File: config.mk
export PLATFORM = sky130hd
export DESIGN_NAME = wb_ctrl_flat
export DESIGN_NICKNAME = d
export VERILOG_FILES = /design/src/rtl/wb_ctrl_pkg.sv /design/src/rtl/wb_ctrl_if.sv /design/src/rtl/wb_scoreboard.sv /design/src/rtl/wb_ctrl.sv /design/src/flat_wrapper.sv
export SDC_FILE = /design/constraint.sdc
export NUM_CORES = 1
export LEC_CHECK = 0
export ABC_AREA = 1
export BUFFER_PORTS_ARGS = -buffer_cell sky130_fd_sc_hd__buf_2
export CORE_UTILIZATION = 30
export DETAILED_ROUTE_END_ITERATION = 6
export SLEW_MARGIN = 20
export SYNTH_ARGS = -nofsm -noshare
export SYNTH_HDL_FRONTEND = slang
export SYNTH_SLANG_ARGS = --single-unit
File: constraint.sdc
create_clock -name clk -period 1.5 [get_ports clk]
set_input_delay 0.075 -clock clk [delete_from_list [all_inputs] [get_ports clk]]
set_output_delay 0.075 -clock clk [all_outputs]
set_load 0.05 [all_outputs]
File: src/rtl/wb_ctrl_pkg.sv
// Shared types and encodings for the write-back controller.
// Register addresses are 5 bits wide, so REG_NUM must not exceed 32.
package wb_ctrl_pkg;
  localparam int RegNum       = 32;
  localparam int RegWidth     = 32;
  localparam int RegAddrWidth = 5;

  typedef logic [RegWidth-1:0]     RegBus;
  typedef logic [RegAddrWidth-1:0] RegAddrBus;

  localparam RegAddrBus NOPAddr  = '0;
  localparam RegBus     ZeroWord = '0;
  localparam logic      True     = 1'b1;
  localparam logic      False    = 1'b0;

  typedef enum logic [1:0] {
    WbSrcNone = 2'd0,
    WbSrcLoad = 2'd1,
    WbSrcHold = 2'd2,
    WbSrcEx   = 2'd3
  } wb_src_e;

  typedef struct packed {
    logic      vld;
    RegAddrBus addr;
    RegBus     data;
  } wb_req_t;

  function automatic logic is_nop(input RegAddrBus a);
    return a == NOPAddr;
  endfunction
endpackage

File: src/rtl/wb_ctrl_if.sv
// Bundle of the execute/load/issue inputs, the scoreboard queries and the register-file write port.
interface wb_ctrl_if;
  import wb_ctrl_pkg::*;

  logic      ex_valid;
  logic      ex_ready;
  RegAddrBus ex_waddr;
  RegBus     ex_wdata;
  logic      load_valid;
  RegAddrBus load_waddr;
  RegBus     load_wdata;
  logic      issue_valid;
  RegAddrBus issue_waddr;
  RegAddrBus pend_raddr1, pend_raddr2, pend_raddr3;
  logic      pend1, pend2, pend3;
  logic      we;
  RegAddrBus waddr;
  RegBus     wdata;
  logic      sb_err;

  modport master (
    output ex_valid, ex_waddr, ex_wdata, load_valid, load_waddr, load_wdata,
           issue_valid, issue_waddr, pend_raddr1, pend_raddr2, pend_raddr3,
    input  ex_ready, pend1, pend2, pend3, we, waddr, wdata, sb_err
  );

  modport slave (
    input  ex_valid, ex_waddr, ex_wdata, load_valid, load_waddr, load_wdata,
           issue_valid, issue_waddr, pend_raddr1, pend_raddr2, pend_raddr3,
    output ex_ready, pend1, pend2, pend3, we, waddr, wdata, sb_err
  );
endinterface

File: src/rtl/wb_scoreboard.sv
// Per-register pending bits: set on issue, cleared by the write that lands on the register file.
module wb_scoreboard
  import wb_ctrl_pkg::*;
#(
  parameter int REG_NUM = RegNum
) (
  input  logic      clk,
  input  logic      rst,
  input  logic      issue_valid,
  input  RegAddrBus issue_waddr,
  input  logic      wr_en,
  input  RegAddrBus wr_addr,
  input  RegAddrBus raddr1,
  input  RegAddrBus raddr2,
  input  RegAddrBus raddr3,
  output logic      pend1,
  output logic      pend2,
  output logic      pend3,
  output logic      sb_err
);
  logic [REG_NUM-1:0] pend, set_mask, clr_mask, pend_n;
  logic               issue_hit, err_hit;

  always_comb begin
    set_mask  = '0;
    clr_mask  = '0;
    issue_hit = issue_valid && !is_nop(issue_waddr);
    if (issue_hit) set_mask[issue_waddr] = 1'b1;
    if (wr_en)     clr_mask[wr_addr]     = 1'b1;
    // set is applied after clear so a same-cycle issue keeps the bit
    pend_n    = (pend & ~clr_mask) | set_mask;
    pend_n[0] = 1'b0;
    err_hit   = issue_hit && pend[issue_waddr];
  end

  always_ff @(posedge clk) begin
    if (rst) begin
      pend   <= '0;
      sb_err <= False;
    end else begin
      pend <= pend_n;
      if (err_hit) sb_err <= True;
    end
  end

  assign pend1 = !is_nop(raddr1) && pend[raddr1];
  assign pend2 = !is_nop(raddr2) && pend[raddr2];
  assign pend3 = !is_nop(raddr3) && pend[raddr3];
endmodule

File: src/rtl/wb_ctrl.sv
// Write-back controller: load > hold > execute arbitration onto a registered register-file write port.
module wb_ctrl
  import wb_ctrl_pkg::*;
#(
  parameter int REG_NUM = RegNum
) (
  input logic    clk,
  input logic    rst,
  wb_ctrl_if.slave bus
);
  wb_src_e   src;
  wb_req_t   sel, hold;
  logic      accept, wr_en;
  logic      we_q;
  RegAddrBus waddr_q;
  RegBus     wdata_q;

  always_comb begin
    accept = bus.ex_valid && !hold.vld;
    src    = WbSrcNone;
    if (bus.load_valid)  src = WbSrcLoad;
    else if (hold.vld)   src = WbSrcHold;
    else if (accept)     src = WbSrcEx;
    sel = '0;
    unique case (src)
      WbSrcLoad: sel = '{vld: True, addr: bus.load_waddr, data: bus.load_wdata};
      WbSrcHold: sel = hold;
      WbSrcEx:   sel = '{vld: True, addr: bus.ex_waddr, data: bus.ex_wdata};
      default:   sel = '0;
    endcase
    // x0 destinations consume their slot but never reach the register file
    wr_en = sel.vld && !is_nop(sel.addr);
  end

  always_ff @(posedge clk) begin
    if (rst) begin
      hold    <= '0;
      we_q    <= False;
      waddr_q <= NOPAddr;
      wdata_q <= ZeroWord;
    end else begin
      if (src == WbSrcLoad && accept)
        hold <= '{vld: True, addr: bus.ex_waddr, data: bus.ex_wdata};
      else if (src == WbSrcHold)
        hold.vld <= False;
      we_q    <= wr_en;
      waddr_q <= wr_en ? sel.addr : NOPAddr;
      wdata_q <= wr_en ? sel.data : ZeroWord;
    end
  end

  assign bus.ex_ready = !hold.vld;
  assign bus.we       = we_q;
  assign bus.waddr    = waddr_q;
  assign bus.wdata    = wdata_q;

  wb_scoreboard #(.REG_NUM(REG_NUM)) u_sb (
    .clk        (clk),
    .rst        (rst),
    .issue_valid(bus.issue_valid),
    .issue_waddr(bus.issue_waddr),
    .wr_en      (wr_en),
    .wr_addr    (sel.addr),
    .raddr1     (bus.pend_raddr1),
    .raddr2     (bus.pend_raddr2),
    .raddr3     (bus.pend_raddr3),
    .pend1      (bus.pend1),
    .pend2      (bus.pend2),
    .pend3      (bus.pend3),
    .sb_err     (bus.sb_err)
  );
endmodule

File: src/flat_wrapper.sv
// flat-port wrapper written by rule: the top's interface ports become plain ports
module wb_ctrl_flat import wb_ctrl_pkg::*;
#(
  parameter int REG_NUM = RegNum
)
  (clk, rst, bus_ex_valid, bus_ex_waddr, bus_ex_wdata, bus_load_valid, bus_load_waddr, bus_load_wdata, bus_issue_valid, bus_issue_waddr, bus_pend_raddr1, bus_pend_raddr2, bus_pend_raddr3, bus_ex_ready, bus_pend1, bus_pend2, bus_pend3, bus_we, bus_waddr, bus_wdata, bus_sb_err);
  wb_ctrl_if bus_i ();
  input logic clk;
  input logic rst;
  input wire logic [$bits(bus_i.ex_valid)-1:0] bus_ex_valid;
  input wire logic [$bits(bus_i.ex_waddr)-1:0] bus_ex_waddr;
  input wire logic [$bits(bus_i.ex_wdata)-1:0] bus_ex_wdata;
  input wire logic [$bits(bus_i.load_valid)-1:0] bus_load_valid;
  input wire logic [$bits(bus_i.load_waddr)-1:0] bus_load_waddr;
  input wire logic [$bits(bus_i.load_wdata)-1:0] bus_load_wdata;
  input wire logic [$bits(bus_i.issue_valid)-1:0] bus_issue_valid;
  input wire logic [$bits(bus_i.issue_waddr)-1:0] bus_issue_waddr;
  input wire logic [$bits(bus_i.pend_raddr1)-1:0] bus_pend_raddr1;
  input wire logic [$bits(bus_i.pend_raddr2)-1:0] bus_pend_raddr2;
  input wire logic [$bits(bus_i.pend_raddr3)-1:0] bus_pend_raddr3;
  output wire logic [$bits(bus_i.ex_ready)-1:0] bus_ex_ready;
  output wire logic [$bits(bus_i.pend1)-1:0] bus_pend1;
  output wire logic [$bits(bus_i.pend2)-1:0] bus_pend2;
  output wire logic [$bits(bus_i.pend3)-1:0] bus_pend3;
  output wire logic [$bits(bus_i.we)-1:0] bus_we;
  output wire logic [$bits(bus_i.waddr)-1:0] bus_waddr;
  output wire logic [$bits(bus_i.wdata)-1:0] bus_wdata;
  output wire logic [$bits(bus_i.sb_err)-1:0] bus_sb_err;
  assign bus_i.ex_valid = bus_ex_valid;
  assign bus_i.ex_waddr = bus_ex_waddr;
  assign bus_i.ex_wdata = bus_ex_wdata;
  assign bus_i.load_valid = bus_load_valid;
  assign bus_i.load_waddr = bus_load_waddr;
  assign bus_i.load_wdata = bus_load_wdata;
  assign bus_i.issue_valid = bus_issue_valid;
  assign bus_i.issue_waddr = bus_issue_waddr;
  assign bus_i.pend_raddr1 = bus_pend_raddr1;
  assign bus_i.pend_raddr2 = bus_pend_raddr2;
  assign bus_i.pend_raddr3 = bus_pend_raddr3;
  assign bus_ex_ready = bus_i.ex_ready;
  assign bus_pend1 = bus_i.pend1;
  assign bus_pend2 = bus_i.pend2;
  assign bus_pend3 = bus_i.pend3;
  assign bus_we = bus_i.we;
  assign bus_waddr = bus_i.waddr;
  assign bus_wdata = bus_i.wdata;
  assign bus_sb_err = bus_i.sb_err;
  wb_ctrl #(.REG_NUM(REG_NUM)) u_core (.clk(clk), .rst(rst), .bus(bus_i));
endmodule
==> Implementation_results.wiki <==
{| class="wikitable"
! Metric !! Value
|-
| Share of the cycle needed by the critical path after routing || 107.5%
|-
| Cell type with the largest total area after synthesis || dfxtp_1
|-
| Worst-path clk slew || 0.08 ns
|-
| GR Overflow Total || 0
|-
| Placement Rows || 49
|-
| Failing checks || design-rule violations, negative setup slack
|-
| Startpoint type of the worst setup path || flip-flop
|-
| Worst Path Max Fanout || 7
|-
| Final nets || 1,136
|-
| Placed instance area || 6889 um2
|-
| Portion of the post-synthesis area used by sequential elements || 38.31%
|-
| Classification of the worst-slack hold path || in -> reg
|-
| Maximum number of pins on one net before global-route repair || 41
|-
| Global-route wire length before repair || 29,410 um
|-
| Post-synthesis area per instance || 6.807 um2
|-
| Cts bufs inserted || 9
|-
| Number of setup violations in the final report || 51
|-
| Max-cap violations || 0
|-
| Max transition margin || 71.86%
|-
| Maximum VDD drop || 0.4722 mV
|-
| Leading cell type in the layout, fill and taps excluded || nand2_1
|-
| Crit path time final || 1.613 ns
|-
| Final weighted congestion in routability-driven placement || 0.8456
|-
| Path type of the worst setup path || reg -> reg
|-
| Data required time at the worst endpoint || 1.79 ns
|-
| Count of buffers from port buffering || 141
|-
| Max Transition Viols Final || 0
|-
| Max stage delay cell, worst path || dfxtp_2
|-
| Routed Antenna Nets || 0
|-
| Status || finished, violations left
|-
| Length of the first detailed-routing pass in iterations || 7
|-
| Depth of the worst register-to-register path || 11
|-
| Total of warnings raised by yosys || 0
|-
| TritonCTS clock tree || built
|-
| Vias after detailed routing || 6,285
|-
| Worst-Skew Late Latency || 0.35 ns
|-
| Num ports || 142
|-
| Setup repair after global routing missed its margin || yes
|-
| Starting density of the core || 30.99%
|-
| Total standard cell area after synthesis || 5643 um2
|-
| First DRT Iteration DRCs || 307
|-
| Transition time of the tightest slew-check pin || 0.4221 ns
|-
| Post-DR vias/cell || 4.945
|-
| Syn-to-layout area delta || 45.85%
|-
| Routed length per instance || 14.82 um
|-
| Die Area || 19,360 um2
|-
| Count of antenna diodes in the layout || 0
|-
| Total wire length || 18,840 um
|-
| Hold violation count in the final report || 0
|-
| H-tree lvl count || 3
|-
| Reg-to-reg setup timing slack || -0.11 ns
|-
| Synthesized net count || 928
|-
| Crit path capture type || flip-flop
|-
| Maximum clock frequency || 0.6200 GHz
|-
| Dominant cell type by count on the critical path || nand2_4
|-
| Power density over the cells || 883.9 nW/um2
|-
| Final setup skew || 0.009389 ns
|-
| Worst-path cell chain || inv_4 -> nand2_4 -> nor2_4 -> buf_6 -> nand2_4 -> nand2_4 -> nor2_4 -> nand3_4 -> nand2_8 -> clkbuf_16 -> a21oi_2
|-
| Worst slack after detailed placement || -0.1017 ns
|-
| Post-synthesis instance total || 829
|-
| Floorplan Core Area || 18,210 um2
|-
| Standby leakage power || 0.003521 uW
|-
| Hold depth || 3
|-
| Maximum clock insertion buffer count || 2
|-
| Detailed-placement wirelength estimate || 13,130 um
|-
| Height of the die || 139.2 um
|-
| Arrival time worst endpoint || 1.90 ns
|-
| Final cell count without fillers || 1,271
|-
| Clock Sink Count || 108
|-
| Number of antenna violations at the first check in global routing || 1
|-
| Width of the die || 139.2 um
|-
| Largest cells by area after synthesis || dfxtp_1, nand2_1, a21oi_1
|-
| Number of cells in the design after placement || 1,206
|-
| Via count of the first global-routing pass || 5,874
|-
| Post-route worst setup slack || -0.1130 ns
|-
| Post-synthesis register bit count || 108
|-
| Synth unique cells || 29
|-
| Fraction of post-synthesis cell area in the top cell type by area || 38.31%
|-
| Area of all placed cells without fillers || 8230 um2
|-
| Clock root cell || clkbuf_16
|-
| Largest incremental delay on the critical path || 0.34 ns
|-
| Remaining DRCs || 3
|-
| Commonest cells after routing, fill and taps aside || nand2_1, buf_2, dfxtp_1
|-
| Layout cells sized above 1 || 37.04%
|-
| Total routing usage reported by global routing || 18.79%
|}
synthesized netlist by cell type:
library cell / count
o21ai_0: 92
a211oi_1: 1
nor2_1: 28
nor2_8: 1
inv_1: 79
buf_1: 1
nor3_1: 8
nand3_4: 1
clkbuf_1: 34
nand2_4: 1
buf_2: 8
nor2_4: 1
nor2_2: 3
buf_8: 3
nand2_2: 3
a22oi_1: 32
o32ai_1: 1
o211ai_1: 12
a21oi_1: 102
dfxtp_1: 108
o21ai_2: 1
o21ai_1: 5
nand3_1: 56
o31ai_1: 2
a21oi_2: 27
nand2_1: 209
nand3_2: 2
buf_4: 2
inv_2: 6
layer usage:
metal,part of all wire [%],vias up,GRT usage (%)
met5,0,-,0
met4,2.0,0,6.491
met3,5.9,31,4.075
met2,48,190,32.16
met1,44,2865,23.23
li1,-,3199,-
metrics by stage:
step                power, uW  util (%)  setup TNS, ns  hold WS [ns]
floorplan                4051         -       -0.06057        0.1937
global placement         4553     37.83        -0.7297        0.3219
detailed placement       4566     37.83         -3.270        0.3263
CTS                      7110     41.95        -0.2997      0.001448
global route             7600     45.20         -8.514       0.03291
finish                   7275     45.20         -3.626       0.01540
cell families (layout without fill, tap and decap cells):
kind of cell           Yosys count  in the layout  synth area share (%)
DFF                            108            108                 38.31
buffers and inverters          133            345                 9.756
and+or+nand+nor                313            314                 23.53
AOI/OAI and AO/OA              275            275                 28.40
final timing paths:
path | start | endpoint
setup / recovery | u_core.hold[37]$_SDFFE_PP0P_ | u_core.bus.wdata[19]$_SDFF_PP0_
hold / removal | bus_ex_wdata[31] | u_core.hold[31]$_SDFFE_PP0P_
hold reg to reg | u_core.hold[5]$_SDFFE_PP0P_ | u_core.hold[5]$_SDFFE_PP0P_
setup reg to reg | u_core.hold[37]$_SDFFE_PP0P_ | u_core.bus.wdata[19]$_SDFF_PP0_
critical path, delay by kind of cell, from the launching register on:
family / cells / cell delay (ns)
buf+inv: 3 / 0.42
simple gates: 7 / 0.68
flops: 1 / 0.34
compound gates: 1 / 0.10
final cells by class:
type	count	area, um2
flip-flops and latches	108	2182
fillers	1773	9978
well taps	229	286.5
clock buffers	10	229.0
multi-input cells	589	3411
clock inverters	6	71.32
inverters	85	324.1
repair buffers	244	1727
state kept, by name, summed over array words and instances (netlist names):
register	flops
u_core.hold	38
u_core.bus.wdata	32
u_core.u_sb.pend	31
u_core.bus.waddr	5
u_core.bus.we	1
u_core.u_sb.sb_err	1
power by group:
group	internal [uW]	leakage, uW	switching (uW)	total (uW)
registers	3020	0.000893	67.8	3080
logic	648	0.00248	1100	1750
clock network	1320	0.000145	1130	2440
what timing repair did:
action,CTS,global route
hold buffers,33,0
cloned,1,2
endpoints found under the hold margin,33,0
endpoints found under the setup margin,67,68
pin swaps,12,53
gates resized for setup,59,132
buffers inserted,4,9
Power figures use the tool's default switching activity.
